`config.mk`:
```
export PLATFORM = sky130hd
export DESIGN_NAME = dsp_result_packer
export DESIGN_NICKNAME = d
export VERILOG_FILES = /design/src/rtl/dsp48a1_pkg.sv /design/src/rtl/sync_fifo.sv /design/src/rtl/dsp_result_packer.sv
export SDC_FILE = /design/constraint.sdc
export NUM_CORES = 1
export LEC_CHECK = 0
export CAP_MARGIN = 20
export CELL_PAD_IN_SITES_DETAIL_PLACEMENT = 0
export CELL_PAD_IN_SITES_GLOBAL_PLACEMENT = 1
export CORE_UTILIZATION = 43
export DETAILED_ROUTE_END_ITERATION = 6
export GPL_ROUTABILITY_DRIVEN = 0
export PLACE_DENSITY_LB_ADDON = 0.12
export SLEW_MARGIN = 20
export SYNTH_ARGS = -nofsm -noshare
export SYNTH_HDL_FRONTEND = slang
export SYNTH_SLANG_ARGS = --single-unit
```
`constraint.sdc`:
```
create_clock -name clk -period 3 [get_ports clk]
set_clock_uncertainty 0.2 [all_clocks]
set_input_delay 0.3 -clock clk [delete_from_list [all_inputs] [get_ports clk]]
set_output_delay 0.3 -clock clk [all_outputs]
set_load 0.02 [all_outputs]
```
`src/rtl/dsp48a1_pkg.sv`:
```
// Shared DSP48A1 definitions: accumulator/result widths and the
// saturation limits used when narrowing the P output.
//   CONCATENATED_SIZE : width of the DSP48A1 P output
//   OUT_SIZE          : width of the narrowed signed result
//   SAT_MAX / SAT_MIN : clamp limits for the default OUT_SIZE
//   sat_hi / sat_lo   : clamp limits for an arbitrary result width
package dsp48a1_pkg;

  localparam int CONCATENATED_SIZE = 48;
  localparam int OUT_SIZE          = 18;

  localparam logic signed [OUT_SIZE-1:0] SAT_MAX = {1'b0, {(OUT_SIZE-1){1'b1}}};
  localparam logic signed [OUT_SIZE-1:0] SAT_MIN = {1'b1, {(OUT_SIZE-1){1'b0}}};

  function automatic longint sat_hi(input int width);
    return (longint'(1) <<< (width - 1)) - 1;
  endfunction

  function automatic longint sat_lo(input int width);
    return -(longint'(1) <<< (width - 1));
  endfunction

endpackage

```
`src/rtl/sync_fifo.sv`:
```
// Single-clock first-word-fall-through FIFO.
//   clk, rst    : clock, synchronous active-high reset
//   push        : write request; push_data is stored when accepted
//   pop         : read request; ignored while empty
//   pop_data    : head entry (combinational, valid while !empty)
//   empty, full : occupancy flags
//   count       : occupied entries (0..DEPTH)
//   drop        : pulse, a push was refused because the FIFO was full
module sync_fifo #(
  parameter int DEPTH = 8,
  parameter int WIDTH = 20
) (
  input  logic                       clk,
  input  logic                       rst,
  input  logic                       push,
  input  logic [WIDTH-1:0]           push_data,
  input  logic                       pop,
  output logic [WIDTH-1:0]           pop_data,
  output logic                       empty,
  output logic                       full,
  output logic [$clog2(DEPTH):0]     count,
  output logic                       drop
);

  localparam int AW    = $clog2(DEPTH);
  localparam int CNT_W = AW + 1;

  logic [WIDTH-1:0] mem [DEPTH];
  logic [AW-1:0]    wr_ptr;
  logic [AW-1:0]    rd_ptr;
  logic             push_ok;
  logic             pop_ok;

  assign empty  = (count == '0);
  assign full   = (count == CNT_W'(DEPTH));
  assign pop_ok = pop && !empty;
  // When full, a same-cycle pop frees the slot the push lands in.
  assign push_ok = push && (!full || pop_ok);
  assign drop    = push && full && !pop_ok;

  assign pop_data = mem[rd_ptr];

  always_ff @(posedge clk) begin
    if (push_ok) begin
      mem[wr_ptr] <= push_data;
    end
  end

  // DEPTH is a power of two, so the pointers wrap naturally.
  always_ff @(posedge clk) begin
    if (rst) begin
      wr_ptr <= '0;
      rd_ptr <= '0;
      count  <= '0;
    end else begin
      if (push_ok) wr_ptr <= wr_ptr + AW'(1);
      if (pop_ok)  rd_ptr <= rd_ptr + AW'(1);
      case ({push_ok, pop_ok})
        2'b10:   count <= count + CNT_W'(1);
        2'b01:   count <= count - CNT_W'(1);
        default: count <= count;
      endcase
    end
  end

endmodule

```
`src/rtl/dsp_result_packer.sv`:
```
// Narrows DSP48A1 accumulator results: round-half-up, arithmetic right
// shift by SHIFT, saturate to OUT_SIZE bits, then buffer in a FIFO with a
// valid/ready consumer side.
//   clk, RST          : clock, synchronous active-high reset
//   CE                : clock enable for the input capture register
//   P_in, CARRYOUT_in : DSP48A1 outputs, qualified by in_valid
//   out_data/out_sat/out_carry : head-of-FIFO result, zero while empty
//   out_valid, out_ready       : consumer handshake
//   fifo_count        : buffered entries
//   overflow          : sticky, a result was dropped on a full FIFO
//   sat_count         : saturating count of clamped results
//   clr_stats         : clears overflow and sat_count
module dsp_result_packer
  import dsp48a1_pkg::*;
#(
  parameter int CONCATENATED_SIZE = dsp48a1_pkg::CONCATENATED_SIZE,
  parameter int OUT_SIZE          = dsp48a1_pkg::OUT_SIZE,
  parameter int SHIFT             = 17,
  parameter int DEPTH             = 8
) (
  input  logic                          clk,
  input  logic                          RST,
  input  logic                          CE,
  input  logic [CONCATENATED_SIZE-1:0]  P_in,
  input  logic                          CARRYOUT_in,
  input  logic                          in_valid,
  output logic [OUT_SIZE-1:0]           out_data,
  output logic                          out_sat,
  output logic                          out_carry,
  output logic                          out_valid,
  input  logic                          out_ready,
  output logic [$clog2(DEPTH):0]        fifo_count,
  output logic                          overflow,
  output logic [15:0]                   sat_count,
  input  logic                          clr_stats
);

  localparam int EXT_W   = CONCATENATED_SIZE + 1;
  localparam int RND_W   = EXT_W - SHIFT;
  localparam int ENTRY_W = OUT_SIZE + 2;

  localparam logic signed [EXT_W-1:0] HALF_LSB = {{(EXT_W-1){1'b0}}, 1'b1} << (SHIFT - 1);
  localparam logic signed [RND_W-1:0] LIM_HI   = RND_W'(sat_hi(OUT_SIZE));
  localparam logic signed [RND_W-1:0] LIM_LO   = RND_W'(sat_lo(OUT_SIZE));

  // One extra sign bit keeps the rounding add from wrapping at the
  // positive extreme of P_in.
  logic signed [EXT_W-1:0] p_ext;
  logic signed [EXT_W-1:0] p_rounded;
  logic                    unused_round_bits;

  assign p_ext             = {P_in[CONCATENATED_SIZE-1], P_in};
  assign p_rounded         = p_ext + HALF_LSB;
  assign unused_round_bits = ^p_rounded[SHIFT-1:0];

  // Capture register. Data holds while CE=0; s1_valid marks a fresh
  // capture only, so a held value is never forwarded twice.
  logic signed [RND_W-1:0] s1_value;
  logic                    s1_carry;
  logic                    s1_valid;

  always_ff @(posedge clk) begin
    if (RST) begin
      s1_valid <= 1'b0;
      s1_value <= '0;
      s1_carry <= 1'b0;
    end else begin
      s1_valid <= CE && in_valid;
      if (CE && in_valid) begin
        s1_value <= p_rounded[EXT_W-1:SHIFT];
        s1_carry <= CARRYOUT_in;
      end
    end
  end

  logic [OUT_SIZE-1:0] sat_data;
  logic                sat_flag;

  always_comb begin
    sat_data = s1_value[OUT_SIZE-1:0];
    sat_flag = 1'b0;
    if (s1_value > LIM_HI) begin
      sat_data = LIM_HI[OUT_SIZE-1:0];
      sat_flag = 1'b1;
    end else if (s1_value < LIM_LO) begin
      sat_data = LIM_LO[OUT_SIZE-1:0];
      sat_flag = 1'b1;
    end
  end

  // Stage result register; entry layout is {sat, carry, data}.
  logic [ENTRY_W-1:0] s2_entry;
  logic               s2_valid;

  always_ff @(posedge clk) begin
    if (RST) begin
      s2_valid <= 1'b0;
      s2_entry <= '0;
    end else begin
      s2_valid <= s1_valid;
      if (s1_valid) begin
        s2_entry <= {sat_flag, s1_carry, sat_data};
      end
    end
  end

  logic [ENTRY_W-1:0] head;
  logic               fifo_empty;
  logic               fifo_full;
  logic               fifo_drop;

  sync_fifo #(
    .DEPTH (DEPTH),
    .WIDTH (ENTRY_W)
  ) u_fifo (
    .clk       (clk),
    .rst       (RST),
    .push      (s2_valid),
    .push_data (s2_entry),
    .pop       (out_ready),
    .pop_data  (head),
    .empty     (fifo_empty),
    .full      (fifo_full),
    .count     (fifo_count),
    .drop      (fifo_drop)
  );

  logic unused_full;
  assign unused_full = fifo_full;

  // Memory is not reset, so the head view is forced to zero while empty.
  assign out_valid = !fifo_empty;
  assign out_data  = out_valid ? head[OUT_SIZE-1:0] : '0;
  assign out_carry = out_valid ? head[OUT_SIZE]     : 1'b0;
  assign out_sat   = out_valid ? head[OUT_SIZE+1]   : 1'b0;

  logic sat_event;
  assign sat_event = s2_valid && s2_entry[OUT_SIZE+1];

  always_ff @(posedge clk) begin
    if (RST || clr_stats) begin
      overflow  <= 1'b0;
      sat_count <= '0;
    end else begin
      if (fifo_drop) overflow <= 1'b1;
      if (sat_event && (sat_count != 16'hFFFF)) begin
        sat_count <= sat_count + 16'd1;
      end
    end
  end

endmodule

```
# Word-level counts from Yosys, hierarchy flattened
# Memory sizes are Yosys's and may differ from the RTL's. A register that Yosys moved wholly into a read port is not among the register bits.
# Cells that the tools add are included.
# op_classes
add_sub_neg	6
n_reduce_logical	14
n_eq_ne	4
order_cmp	2
n_div	0
shift	0
n_mul	0
bitwise_logic	0
mux	12
# op_table
op	count
$mux W18	3
$add A48 B18 Y49 const B	1
$gt A32 B18 Y1 const B	1
$lt A32 B18 Y1 const B	1
$add A16 B1 Y16 const B	1
$ne A16 B16 Y1 const B	1
$pmux W4 S2	1
$logic_and A1 B1 Y1	7
$add A3 B1 Y3 const B	2
$mux W1	6
$mux W3	2
$add A4 B1 Y4 const B	1
$eq A4 B4 Y1 const B	1
$logic_not A4 Y1	1
$sub A4 B1 Y4 const B	1
$logic_not A1 Y1	3
$eq A2 B1 Y1 const B	1
$eq A2 B2 Y1 const B	1
$logic_or A1 B1 Y1	2
$reduce_bool A2 Y1	1
# word_totals
romBits	0
latch_bits	0
memories	1
ramBits	160
reg_bits	82
output_inout_bits	42
input_bits	55
# mem_list
memory	words	word_bits	rd	rd_clocked_by_memory_dff	write_ports	line	text
u_fifo.mem	8	20	1	1	1	sync_fifo.sv:28	logic [WIDTH-1:0] mem [DEPTH];

# Longest topological paths before layout
# Gate-level depths: netlist (run 1).
# depth
ltp_word	7
mapped_depth	10
ltp_nobuf	10

# Hierarchy
# A second synthesis (run 1) with hierarchy kept.
# unflattened
hier_cells	763
area_unflattened_um2	10291.1
# modules_own_cells
mod	area_per_inst_um2	n_inst	cells_per_inst
sync_fifo	6696.4	1	316
dsp_result_packer	3594.7	1	447

# Least setup slack after synthesis (run 1)
# Ideal clock, no wire load.
# synth_path
path_type	reg2reg
startpoint	register u_fifo.count[0]
endpoint	memory u_fifo.mem[0][0] (enable)
slack_ns	-0.142
t_required_ns	2.378
synth_period_minus_slack_ns	3.142
stages_incl_launch_ff	5
setup_ns	0.422
arrival_ns	2.520
path_cell_list	dfxtp_1 > nor3_1 > a31oi_1 > nand2b_1 > nor3_1
# synth_via
elab_chain_len	7
elab_cells_between_ends	9
cone_classes	1 x eq/ne; 2 x mux; 6 x reduce/logical
# synth_lines
item	line	text
start, declared	sync_fifo.sv:21	output logic [$clog2(DEPTH):0] count,
start signal, assigned	sync_fifo.sv:59	2'b10: count <= count + CNT_W'(1);
start signal, assigned	sync_fifo.sv:60	2'b01: count <= count - CNT_W'(1);
start signal, assigned	sync_fifo.sv:61	default: count <= count;
$logic_not A4 Y1	sync_fifo.sv:34	assign empty = (count == '0);
$logic_not A1 Y1	sync_fifo.sv:36	assign pop_ok = pop && !empty;
$logic_and A1 B1 Y1	sync_fifo.sv:36	
$logic_or A1 B1 Y1 (*)	sync_fifo.sv:38	assign push_ok = push && (!full || pop_ok);
$logic_and A1 B1 Y1 (*)	sync_fifo.sv:38	
$mux W1 (*)	sync_fifo.sv:44	if (push_ok) begin
$mux W1 (implied by the code) (*)	sync_fifo.sv:45	mem[wr_ptr] <= push_data;
end, declared	sync_fifo.sv:28	
# Mark *: on every way between the ends. The rest lies on a longest branch, timed or not.

==> flow_metrics.tcl, run 1 <==
set metrics [dict create \
    outcome "finished, final reports clean" \
    timing.critical_path.slowest_stage_cell "sky130_fd_sc_hd__clkdlybuf4s50_1" \
    ff_latch_area_um2 6510 \
    start_util_pct 44.0 \
    final.fill_count 1955 \
    grt_antenna_before_repair 0 \
    cp_data_arrival_time_ns 2.41 \
    grt_pass1_wl_mm 32.8 \
    min_period_ns 2.91 \
    final_cell_area_um2 12200 \
    std_cell_core_area_um2 22800 \
    mappedNetlistArea_um2 10000 \
    synth_async_sr_flop_share_pct 0 \
    tritoncts "yes" \
    clock_insertion_delay_worst_skew_ns 0.51 \
    worstPathCellList "buf_6 -> mux4_2 -> mux2i_1 -> nor2_1 -> clkdlybuf4s50_1" \
    detailroute.via_count 6110 \
    ctsLongestPathBuffers 3 \
    post_route_cells_drive_above_1_share_pct 15.0 \
    post_detail_place_hpwl_mm 13.1 \
    ys_types 47 \
    die_height_um 155 \
    count_of_endpoints_failing_hold_in_the_final_timing_report 0 \
    end_kind "output port" \
    viasPerCell 5.24 \
    critical_path.max_stage_delay_ns 0.54 \
    placement.cell_area_um2 11300 \
    layout_area_overhead_pct 21.7 \
    p_leak_nw 4.03 \
    clk_pin_slew_ns 0.06 \
    detail_route.wirelength_mm 20.7 \
    worst_hold_path_type "in -> reg" \
    multiInputGateArea_um2 3360 \
    synthDominantAreaCellType "sky130_fd_sc_hd__edfxtp_1" \
    routedWlPerCell_um 17.8 \
    start_kind "register" \
    max-cap-violations 0 \
    timing.reg2reg.setup_slack_ns 0.42 \
    sequential_cell_area_fraction_in_the_yosys_report_pct 64.9 \
    layout.cells.non_filler 1167 \
    yosysWarningCount 0 \
    total_placed_cells_including_tap_cells 1112 \
    path_class "reg -> out" \
    std_cell_rows 55 \
    worst_flop_to_flop_path_startpoint "u_fifo.count[0]" \
    post-layout-total-power_mw 7.81 \
    hold_path.startpoint "CARRYOUT_in" \
    yosysTopAreaCellShare_pct 47.9 \
    drc 0 \
    dr.pass1.iters 4 \
    drt-initial-drc-count 218 \
    synth_enable_flop_cells 160 \
    max-vdd-ir-drop_mv 0.321 \
    peak_freq_mhz 344 \
    synthesis.instances 726 \
    max-slew-margin-rel_pct 53.7 \
    final_min_period_over_clock_period_pct 97.0 \
    final_common_cell "sky130_fd_sc_hd__edfxtp_1" \
    layout_common_cells "160 x sky130_fd_sc_hd__edfxtp_1, 107 x sky130_fd_sc_hd__nor2_1, 84 x sky130_fd_sc_hd__dfxtp_1" \
    h-tree-depth 1 \
    report.final.slew_viol_count 0 \
    dieArea_um2 23900 \
    n_antenna_cell 0 \
    antenna_violating_nets_post_route 0 \
    crit_fanout 11 \
    cts_sinks 245 \
    power_density_nw_per_um2 640 \
    layout.core_utilization_pct 53.6 \
    largest_net_degree_at_the_start_of_global_routing 66 \
    synth_area_leaders "sky130_fd_sc_hd__edfxtp_1 48%, sky130_fd_sc_hd__dfxtp_1 17%, sky130_fd_sc_hd__mux4_2 9.0%" \
    top_level_ports 97 \
    worst-slew-pin-transition_ns 0.694 \
    chipWidth_um 155 \
    synth.ff_latch_count 245 \
    num-nets-final 897 \
    cts_root_buffer "sky130_fd_sc_hd__clkbuf_16" \
    critPathRequiredTime_ns 2.50 \
    gr-usage-all-layers_pct 17.6 \
    synth.net_count 789 \
    placement.io_buffers 80 \
    via_count_of_the_first_global_routing_pass 6123 \
    finalSetupViolations 0 \
    synth_ff_type "sky130_fd_sc_hd__edfxtp_1" \
    gr-total-overflow 0 \
    cts_buffers 27 \
    syn_avg_cell_area_um2 13.8 \
]
final cells by class:
cell class / count / area share, %
Sequential cell: 245 / 53.3
Clock inverter: 10 / 0.605
Clock buffer: 39 / 6.15
Tap cell: 313 / 3.21
Timing Repair Buffer: 113 / 8.80
Multi-Input combinational cell: 435 / 27.5
Inverter: 12 / 0.369
sequential cells by signal (all words and copies together), names as in the netlist, named ones only:
signal,count
u_fifo.mem,160
s1_value,32
s2_entry,20
sat_count,16
u_fifo.count,4
u_fifo.rd_ptr,3
u_fifo.wr_ptr,3
overflow,1
s1_carry,1
s1_valid,1
s2_valid,1
per-stage QoR:
stage	TNS, ns	hold WS, ns	setup WS, ns
after global placement	0	0.255	0.181
final	0	0.146	0.0901
after CTS	0	0.131	0.00538
after floorplan	0	0.196	0.323
after detailed placement	0	0.253	0.129
after global routing	-0.00260	0.172	-0.00260
where the power goes:
group	internal, mW	total, mW	switching, mW	leakage, nW
sequential	3.66	3.75	0.0942	2.17
clock	1.81	3.06	1.25	0.403
combinational	0.500	1.00	0.501	1.45
cells by family after synthesis:
| group | count (synthesis) | synth area share (%) |
|---|---|---|
| AO/OA/AOI/OAI | 86 | 6.06 |
| XOR/XNOR | 42 | 3.67 |
| adder cells (fa/ha/maj) | 8 | 1.07 |
| buffers and inverters | 46 | 1.78 |
| flip-flops | 245 | 64.9 |
| multiplexers | 62 | 11.2 |
| AND/OR/NAND/NOR | 237 | 11.4 |
synth_stat cells (8+ instances only):
cell                       count
sky130_fd_sc_hd__edfxtp_1    160
sky130_fd_sc_hd__nor2_1      107
sky130_fd_sc_hd__dfxtp_1      85
sky130_fd_sc_hd__nand2_1      49
sky130_fd_sc_hd__a211oi_1     45
sky130_fd_sc_hd__mux4_2       40
sky130_fd_sc_hd__clkbuf_1     27
sky130_fd_sc_hd__mux2i_1      22
sky130_fd_sc_hd__xor2_1       22
sky130_fd_sc_hd__nand3_1      20
sky130_fd_sc_hd__xnor2_1      20
sky130_fd_sc_hd__a21oi_1      19
sky130_fd_sc_hd__nand4_1      17
sky130_fd_sc_hd__inv_1        10
sky130_fd_sc_hd__nor3_1        8
worst paths after layout:
| check | endpoint | cells after the start |
|---|---|---|
| setup / recovery | out_data[6] | 5 |
| setup reg to reg | u_fifo.count[3] | 10 |
| hold / removal | s1_carry | 3 |
| hold reg to reg | s2_entry[8] | 2 |
critical path: cells and delay by family, from the launching register on:
family | cells | cell delay (ns)
buf+inv | 2 | 0.72
simple gates | 1 | 0.05
mux | 2 | 0.67
flops | 1 | 0.46
per-layer routing:
layer	routed length, um	GRT usage, %	vias up
met5	0	0	-
met4	292	4.34	0
met3	893	2.58	24
met2	9950	30.1	130
met1	9590	23.7	2983
li1	-	-	2973
what timing repair did:
action | CTS | global route
endpoints found under the setup margin | 20 | 3
endpoints found under the hold margin | 1 | 0
pin swaps | 0 | 0
resized for setup | 17 | 2
setup buffers | 1 | 4
hold buffers | 1 | 0
No activity file was read; power rests on OpenSTA's default activity.
==> run 2: changes to the inputs <==
- CORE_ASPECT_RATIO: default -> 0.6
==> run 2 against run 1 <==
Net effect: core utilization rose by 0.21 points; non-clock buffer count is 10 lower; flip-flop and latch count unchanged; sequential share of layout area up 0.59 points; total power fell by 3.2%; first-iteration DRC count up 65%; maximum frequency increased by 4.3%; register-to-register slack barely moved; global-route usage up 1.2 points; critical path type unchanged.
==> flow_metrics.tcl, run 2 (synthesis results as in run 1) <==
set metrics [dict create \
    count_of_endpoints_failing_hold_in_the_final_timing_report 0 \
    detailroute.via_count 6170 \
    total_placed_cells_including_tap_cells 1103 \
    dr.pass1.iters 4 \
    max-vdd-ir-drop_mv 0.333 \
    grt_antenna_before_repair 0 \
    dieArea_um2 24000 \
    path_class "reg -> out" \
    antenna_violating_nets_post_route 0 \
    peak_freq_mhz 359 \
    worstPathCellList "buf_12 -> mux4_2 -> mux2i_1 -> nor2_1 -> dlygate4sd2_1" \
    final_common_cell "sky130_fd_sc_hd__edfxtp_1" \
    largest_net_degree_at_the_start_of_global_routing 41 \
    hold-path-cell-count 2 \
    std_cell_rows 42 \
    power_density_nw_per_um2 626 \
    tritoncts "yes" \
    outcome "finished, final reports clean" \
    final_min_period_over_clock_period_pct 93.0 \
    start_kind "register" \
    layout.cells.non_filler 1144 \
    dp_slack_ns 0.144 \
    end_kind "output port" \
    buffers_inserted_by_post_cts_timing_repair 0 \
    cts_root_buffer "sky130_fd_sc_hd__clkbuf_16" \
    routedWlPerCell_um 19.0 \
    post-layout-total-power_mw 7.56 \
    post_route_cells_drive_above_1_share_pct 13.6 \
    placement.io_buffers 80 \
    clk_pin_slew_ns 0.06 \
    fin_ws_ns 0.211 \
    final.fill_count 1888 \
    clock_insertion_delay_worst_skew_ns 0.52 \
    layout_area_overhead_pct 20.4 \
    num-nets-final 884 \
    crit_fanout 11 \
    largest_reg_flops 160 \
    worst-slew-pin-transition_ns 0.650 \
    min_period_ns 2.79 \
    placement.cell_area_um2 11300 \
    final_cell_area_um2 12100 \
    biggest_register "u_fifo.mem" \
    cp_data_arrival_time_ns 2.29 \
    multiInputGateArea_um2 3360 \
    finalSetupViolations 0 \
    worstSetupPathDepth 5 \
    gr-usage-all-layers_pct 18.8 \
    ctsHoldBuffers 0 \
    via_count_of_the_first_global_routing_pass 6158 \
    die_height_um 120 \
    timing.critical_path.slowest_stage_cell "sky130_fd_sc_hd__mux4_2" \
    critical_path.max_stage_delay_ns 0.51 \
    critPathBufInv 2 \
    rsz_0062_raised_after_global_routing "no" \
    aggregate_negative_setup_slack_ns 0 \
    reg2regPathDepth 10 \
    report.final.slew_viol_count 0 \
    ctsLongestPathBuffers 3 \
    std_cell_core_area_um2 22400 \
    drt-initial-drc-count 360 \
    n_antenna_cell 0 \
    worst_hold_path_type "in -> reg" \
    max-slew-margin-rel_pct 56.5 \
    p_leak_nw 4.03 \
    cts_sinks 245 \
    largestRegisters "u_fifo.mem x160, s1_value x32, s2_entry x20" \
    detail_route.wirelength_mm 21.7 \
    grt_pass1_wl_mm 34.5 \
    layout_common_cells "160 x sky130_fd_sc_hd__edfxtp_1, 107 x sky130_fd_sc_hd__nor2_1, 84 x sky130_fd_sc_hd__dfxtp_1" \
    critPathRequiredTime_ns 2.50 \
    cts_buffers 24 \
    chipWidth_um 199 \
    start_util_pct 44.7 \
    timing.critical_path.max_delay_family "multiplexers" \
    h-tree-depth 1 \
    max-cap-violations 0 \
    ff_latch_area_um2 6510 \
    drc 0 \
    top_level_ports 97 \
    post_detail_place_hpwl_mm 14.0 \
    gr-total-overflow 0 \
    viasPerCell 5.39 \
]
## run 2: changes by cell type in the layout (fill, tap and decap cells not counted), moves of 2 or more
cell	before	now
sky130_fd_sc_hd__dlygate4sd2_1	15	9
sky130_fd_sc_hd__buf_4	28	18
sky130_fd_sc_hd__clkbuf_16	27	24
sky130_fd_sc_hd__dlymetal6s2s_1	2	9
sky130_fd_sc_hd__clkbuf_1	9	7
sky130_fd_sc_hd__buf_12	3	5
## run 2: power breakdown
part,internal (mW),switching (mW)
sequential,3.65,0.0945
combinational,0.489,0.508
clock,1.61,1.21
total,5.75,1.81
## run 2: cell type report
type	count	share of cell area, %
Tap cell	308	3.19
Sequential cell	245	53.9
Clock buffer	33	5.42
Timing Repair Buffer	103	8.63
Inverter	12	0.373
Clock inverter	8	0.612
Multi-Input combinational cell	435	27.8
## run 2: repair_timing
item / in CTS / in global routing
endpoints found under the hold margin: 0 / 0
setup endpoints to repair: 18 / 9
gates resized for setup: 10 / 9
## run 2: worst register-to-register path, delay by kind of cell, from the launching register on
kind / cells / cell delay (ns)
compound gates: 4 / 0.69
xor+xnor: 1 / 0.09
fa+ha+maj: 2 / 0.54
buf+inv: 1 / 0.11
flops: 1 / 0.45
simple gates: 2 / 0.42
## run 2: worst paths after layout
path	start	slack (ns)	endpoint
worst max-delay path	register	0.21	out_data[0]
worst min-delay path	RST	0.07	u_fifo.count[2]
worst max register to register	u_fifo.count[0]	0.42	u_fifo.count[3]
worst min register to register	s1_value[10]	0.26	s2_entry[10]
## run 2: metrics by stage
step	hold slack, ns	util (%)
after global placement	0.255	50.5
final	0.0664	53.8
after detailed placement	0.259	50.5
after global routing	0.120	53.8
after floorplan	0.196	-
after CTS	0.0576	53.7
## run 2: layer usage
metal / share of wire [%] / global-route usage [%] / vias up
met5: 0 / 0 / -
met4: 1.5 / 3.89 / 0
met3: 4.1 / 2.85 / 30
met2: 43 / 27.4 / 137
met1: 51 / 29.5 / 3059
li1: - / - / 2944
